`src/rtl/bmc_lighthouse_emitter_pkg.sv`:
```
// Constants and FSM encoding shared by the lighthouse BMC emitter and decoder,
// so that both ends of the link agree on timing and framing.
package bmc_lighthouse_emitter_pkg;

    localparam int unsigned BMC_HALF_BIT_96MHZ = 8;
    localparam int unsigned LH_DATA_BITS       = 17;
    localparam int unsigned TIMESTAMP_W        = 24;

    typedef enum logic [1:0] {
        IDLE,
        LEAD,
        DATA,
        TAIL
    } bmc_state_t;

    // Counter width for values 0..max_count-1, never narrower than one bit.
    function automatic int unsigned cnt_width(input int unsigned max_count);
        return (max_count > 1) ? $clog2(max_count) : 1;
    endfunction

endpackage

```
`src/rtl/bmc_symbol_generator.sv`:
```
// Generates one biphase-mark symbol: toggle at the bit boundary, and a second
// toggle at mid-bit for a 1. The line level is held between symbols.
module bmc_symbol_generator
    import bmc_lighthouse_emitter_pkg::*;
#(
    parameter int unsigned HALF_BIT_CYCLES = BMC_HALF_BIT_96MHZ
) (
    input  logic clk,
    input  logic reset,
    input  logic clear,
    input  logic start,
    input  logic bit_value,
    output logic d,
    output logic bit_done
);

    localparam int unsigned CW = cnt_width(2 * HALF_BIT_CYCLES);

    logic [CW-1:0] cnt;
    logic          active;
    logic          bit_q;

    assign bit_done = active && (cnt == CW'(2 * HALF_BIT_CYCLES - 1));

    always_ff @(posedge clk) begin
        if (!reset) begin
            cnt    <= '0;
            active <= 1'b0;
            bit_q  <= 1'b0;
            d      <= 1'b0;
        end else if (clear) begin
            cnt    <= '0;
            active <= 1'b0;
            bit_q  <= 1'b0;
            d      <= 1'b0;
        end else if (start) begin
            d      <= ~d;
            cnt    <= '0;
            active <= 1'b1;
            bit_q  <= bit_value;
        end else if (active) begin
            // Mid-bit toggle lands on cycle HALF_BIT_CYCLES of the symbol.
            if (cnt == CW'(HALF_BIT_CYCLES - 1) && bit_q) begin
                d <= ~d;
            end
            if (bit_done) begin
                active <= 1'b0;
                cnt    <= '0;
            end else begin
                cnt <= cnt + 1'b1;
            end
        end
    end

endmodule

```
`src/rtl/bmc_lighthouse_emitter.sv`:
```
// Serialises a word as a BMC stream framed by an active-low envelope,
// emulating TS4231 E/D outputs, and timestamps the first bit edge.
module bmc_lighthouse_emitter
    import bmc_lighthouse_emitter_pkg::*;
#(
    parameter int unsigned DATA_BITS       = LH_DATA_BITS,
    parameter int unsigned HALF_BIT_CYCLES = BMC_HALF_BIT_96MHZ,
    parameter int unsigned LEAD_CYCLES     = 16,
    parameter int unsigned TAIL_CYCLES     = 16
) (
    input  logic                   clk_96MHz,
    input  logic                   reset,
    input  logic                   tx_valid,
    output logic                   tx_ready,
    input  logic [DATA_BITS-1:0]   tx_data,
    input  logic [TIMESTAMP_W-1:0] system_timestamp,
    output logic                   e_out,
    output logic                   d_out,
    output logic                   busy,
    output logic                   tx_done,
    output logic [TIMESTAMP_W-1:0] timestamp_tx_start
);

    localparam int unsigned LW = cnt_width(LEAD_CYCLES);
    localparam int unsigned TW = cnt_width(TAIL_CYCLES);
    localparam int unsigned BW = cnt_width(DATA_BITS);

    bmc_state_t           state;
    logic [DATA_BITS-1:0] shift_reg;
    logic [BW-1:0]        bit_cnt;
    logic [LW-1:0]        lead_cnt;
    logic [TW-1:0]        tail_cnt;

    logic sym_start;
    logic sym_clear;
    logic bit_done;
    logic d_level;

    // The symbol generator must see start on the very edge that begins each
    // bit, so start/clear are decoded from registered state, not registered.
    assign sym_start = ((state == LEAD) && (lead_cnt == LW'(LEAD_CYCLES - 1))) ||
                       ((state == DATA) && bit_done && (bit_cnt != BW'(DATA_BITS - 1)));
    assign sym_clear = (state == TAIL) && (tail_cnt == TW'(TAIL_CYCLES - 1));
    assign d_out     = d_level;

    bmc_symbol_generator #(
        .HALF_BIT_CYCLES(HALF_BIT_CYCLES)
    ) u_symbol (
        .clk      (clk_96MHz),
        .reset    (reset),
        .clear    (sym_clear),
        .start    (sym_start),
        .bit_value(shift_reg[DATA_BITS-1]),
        .d        (d_level),
        .bit_done (bit_done)
    );

    always_ff @(posedge clk_96MHz) begin
        if (!reset) begin
            state              <= IDLE;
            e_out              <= 1'b1;
            busy               <= 1'b0;
            tx_ready           <= 1'b0;
            tx_done            <= 1'b0;
            timestamp_tx_start <= '0;
            shift_reg          <= '0;
            bit_cnt            <= '0;
            lead_cnt           <= '0;
            tail_cnt           <= '0;
        end else begin
            tx_done <= 1'b0;
            case (state)
                IDLE: begin
                    e_out    <= 1'b1;
                    busy     <= 1'b0;
                    tx_ready <= 1'b1;
                    if (tx_valid && tx_ready) begin
                        state     <= LEAD;
                        shift_reg <= tx_data;
                        lead_cnt  <= '0;
                        tx_ready  <= 1'b0;
                        e_out     <= 1'b0;
                        busy      <= 1'b1;
                    end
                end
                LEAD: begin
                    if (sym_start) begin
                        state              <= DATA;
                        bit_cnt            <= '0;
                        shift_reg          <= shift_reg << 1;
                        timestamp_tx_start <= system_timestamp;
                    end else begin
                        lead_cnt <= lead_cnt + 1'b1;
                    end
                end
                DATA: begin
                    if (bit_done) begin
                        if (bit_cnt == BW'(DATA_BITS - 1)) begin
                            state    <= TAIL;
                            tail_cnt <= '0;
                        end else begin
                            bit_cnt   <= bit_cnt + 1'b1;
                            shift_reg <= shift_reg << 1;
                        end
                    end
                end
                TAIL: begin
                    if (sym_clear) begin
                        state    <= IDLE;
                        e_out    <= 1'b1;
                        busy     <= 1'b0;
                        tx_ready <= 1'b1;
                        tx_done  <= 1'b1;
                    end else begin
                        tail_cnt <= tail_cnt + 1'b1;
                    end
                end
                default: state <= IDLE;
            endcase
        end
    end

endmodule

```
`config.mk`:
```
export PLATFORM = sky130hd
export DESIGN_NAME = bmc_lighthouse_emitter
export DESIGN_NICKNAME = d
export VERILOG_FILES = /design/src/rtl/bmc_lighthouse_emitter_pkg.sv /design/src/rtl/bmc_symbol_generator.sv /design/src/rtl/bmc_lighthouse_emitter.sv
export SDC_FILE = /design/constraint.sdc
export NUM_CORES = 1
export LEC_CHECK = 0
export ABC_AREA = 1
export CORE_MARGIN = 3
export CORE_UTILIZATION = 27
export CTS_CLUSTER_DIAMETER = 100
export DETAILED_ROUTE_END_ITERATION = 8
export GPL_ROUTABILITY_DRIVEN = 1
export PLACE_DENSITY = 0.51
export SLEW_MARGIN = 30
export SYNTH_ARGS = -nofsm -noshare
export SYNTH_HDL_FRONTEND = slang
export SYNTH_HIERARCHICAL = 1
export SYNTH_SLANG_ARGS = --single-unit
```
`constraint.sdc`:
```
create_clock -name clk_96MHz -period 2.1 [get_ports clk_96MHz]
set_input_delay 0.315 -clock clk_96MHz [delete_from_list [all_inputs] [get_ports clk_96MHz]]
set_output_delay 0.315 -clock clk_96MHz [all_outputs]
set_load 0.005 [all_outputs]
```
==> qor.yml <==
place:
  pre_cts_ws_ns: 0.1192
  portBuffers: 72
  placed_cells: 648
  placed_cell_area_um2: 4038
  dpl.hpwl_mm: 5.467
  gp_congestion: 0.7332
synthesis:
  yosys.cell_count.top_type: "nor2_1"
  ys_seq_area_share_pct: 41.34
  netlist_instances: 445
  synth_warnings: 6
  yosys.cell_types.count: 32
  synth_edf_count: 0
  ys_async_sr_fraction_pct: 0
  syn_nets: 499
  synth_area_per_cell_um2: 7.291
  synth_area_leaders: "dfxtp_1 (41%), nor2_1 (11%), nand2_1 (11%), o21ai_0 (5.2%), ha_1 (3.9%)"
  synthTopCellsByCount: "nor2_1 (94), nand2_1 (93), dfxtp_1 (67)"
  synth_ff_type: "dfxtp_1"
  netlist.area_leader.share_pct: 41.34
  syn_area_um2: 3244
  synth_top_area_cell: "dfxtp_1"
  ys_ff_latch: 67
die:
  row_count: 39
  start_util_pct: 28.05
  die_h_um: 115.6
  core_area_um2: 11560
  die_width_um: 115.6
  io_pins: 73
  die_area_um2: 13370
grt:
  grt_max_degree: 27
  gr-usage-all-layers_pct: 11.35
  grt_antenna_before_repair: 0
  grt_first_pass_wirelength_mm: 12.23
  grt_pass1_vias: 2751
  overflow: 0
clock_tree:
  clk_latency_ns: 0.33
  root_buffer: "clkbuf_16"
  post_cts_buffers: 0
  clk_pin_slew_ns: 0.06
  clk_path_buf_depth: 2
  cts_tree: "yes"
  cts.sinks: 67
  cts_max_level: 3
  cts_buffers: 9
route:
  drc: 0
  first_pass_iters: 5
  routed_wl_mm: 7.501
  via_per_inst: 4.440
  antenna_left: 0
  wl_per_cell_um: 11.30
  vias: 2948
  dr.first_iter.drc_count: 162
setup_path:
  cp_max_fo: 18
  worstPathArrival_ns: 2.14
  crit_path_end_kind: "flip-flop"
  cp-start-kind: "flip-flop"
  cpPeakStageDelay_ns: 0.37
  slowest_stage: "dfxtp_1"
  crit_type: "reg -> reg"
  path_cells: "ha_1 -> nand2_2 -> nor2_4 -> nand2_1 -> inv_1 -> inv_1 -> nand2_4 -> nand2_1 -> nor2_4 -> nand2_8 -> inv_6 -> nor2_1 -> nor2_1"
  critPathRequiredTime_ns: 2.36
timing:
  fmax_ghz: 0.5326
  post-route-period-util_pct: 89.40
  hold_violations: 0
  fin_worst_skew_ns: 0.006500
  tns_ns: 0
  maxSlewHeadroom_pct: 69.00
  rsz0062_at_grt: "false"
  min_period_ns: 1.877
  fin_ws_ns: 0.2225
  tightest_slew_ns: 0.4621
  setup_viol_count_final: 0
  final-max-slew-violation-count: 0
hold_path:
  min-delay-path-class: "reg -> reg"
power_and_ir_drop:
  irDropWorstVdd_mv: 0.4934
  power.static_leakage_nw: 1.815
  powerDensity_nw_per_um2: 1079
  swShare_pct: 34.90
  combPwrFrac_pct: 31.6
  p_int_mw: 3.071
  p_clk_share_pct: 34.6
  seq_power_share_pct: 33.8
  p_sw_mw: 1.647
final_layout:
  postLayoutCellArea_um2: 4373
  areaGrowthSynthToFinish_pct: 34.79
  largest_register_ffs: 24
  drive_gt1_share_pct: 10.36
  num_antenna_cells: 0
  post-route-util_pct: 37.81
  fin_cells: 664
  nNetsFinal: 570
job:
  maxCapViolCount: 0
status:
  status: "completed"
==> logic make-up (layout without fill, tap and decap cells) <==
family	count (synthesis)	in the layout	share of synthesized area [%]
xor gates and xnor gates	4	4	1.080
buffers and inverters	53	129	8.870
adders and majority gates	10	10	3.857
DFF	67	67	41.34
and+or+nand+nor	242	242	34.01
AOI/OAI and AO/OA	69	69	10.84
==> per-layer routing <==
metal	wire [um]	global-route usage [%]	vias to the layer above
met4	120	3.944	0
met2	3266	18.25	75
met3	490	3.238	10
li1	-	-	1567
met1	3624	14.63	1296
met5	0	0	-
==> placed cells by master, fill, tap and decap left out, types with 6 or more instances in the layout <==
master / count
inv_1: 29
nor2_4: 6
nor2_2: 8
clkbuf_16: 9
o21ai_1: 12
clkdlybuf4s50_1: 72
dfxtp_1: 67
ha_1: 10
nor2_1: 94
nand2_1: 93
nand3_1: 18
o21ai_0: 34
a21oi_1: 21
nand4_1: 7
==> worst paths after layout <==
| check | to | slack (ns) | startpoint | cells after the start |
|---|---|---|---|---|
| worst max-delay path | shift_reg[10]$_SDFFE_PN0P_ | 0.22 | u_symbol/cnt[0]$_SDFFE_PP0P_ | 13 |
| worst min-delay path | busy$_SDFFE_PN0P_ | 0.44 | busy$_SDFFE_PN0P_ | 2 |
| worst max register to register | shift_reg[10]$_SDFFE_PN0P_ | 0.22 | u_symbol/cnt[0]$_SDFFE_PP0P_ | 13 |
| worst min register to register | busy$_SDFFE_PN0P_ | 0.44 | busy$_SDFFE_PN0P_ | 2 |
==> what timing repair did <==
item,CTS,global route
setup endpoints to repair,0,28
hold buffers,0,0
resized for setup,0,4
==> per-stage QoR <==
stage,power [mW],hold slack [ns]
4_1_cts,4.786,0.4497
3_5_place_dp,3.124,0.4408
2_1_floorplan,2.795,0.4297
6_report,4.717,0.4412
5_1_grt,5.072,0.4688
3_3_place_gp,3.102,0.4341
==> worst max-delay path, delay by kind of cell (launching register included) <==
family | cells | cell delay [ns]
fa+ha+maj | 1 | 0.20
buf+inv | 3 | 0.32
simple gates | 9 | 0.91
flops | 1 | 0.37
==> power groups by stage <==
stage	logic, mW	registers (mW)	clock network [mW]
global placement	1.49	1.61	0
CTS	1.51	1.59	1.68
detailed placement	1.50	1.62	0
floorplan	1.20	1.59	0
global route	1.73	1.62	1.72
finish	1.49	1.59	1.63
==> final cells by class <==
class	instances	area [um^2]
fill	1200	7192
multi-input combinational	325	1620
sequential	67	1341
timing repair buffer	78	769.5
clock buffer	9	225.2
tap	143	178.9
inverter	35	138.9
clock inverter	7	98.84
No activity file was read; power rests on OpenSTA's default activity.
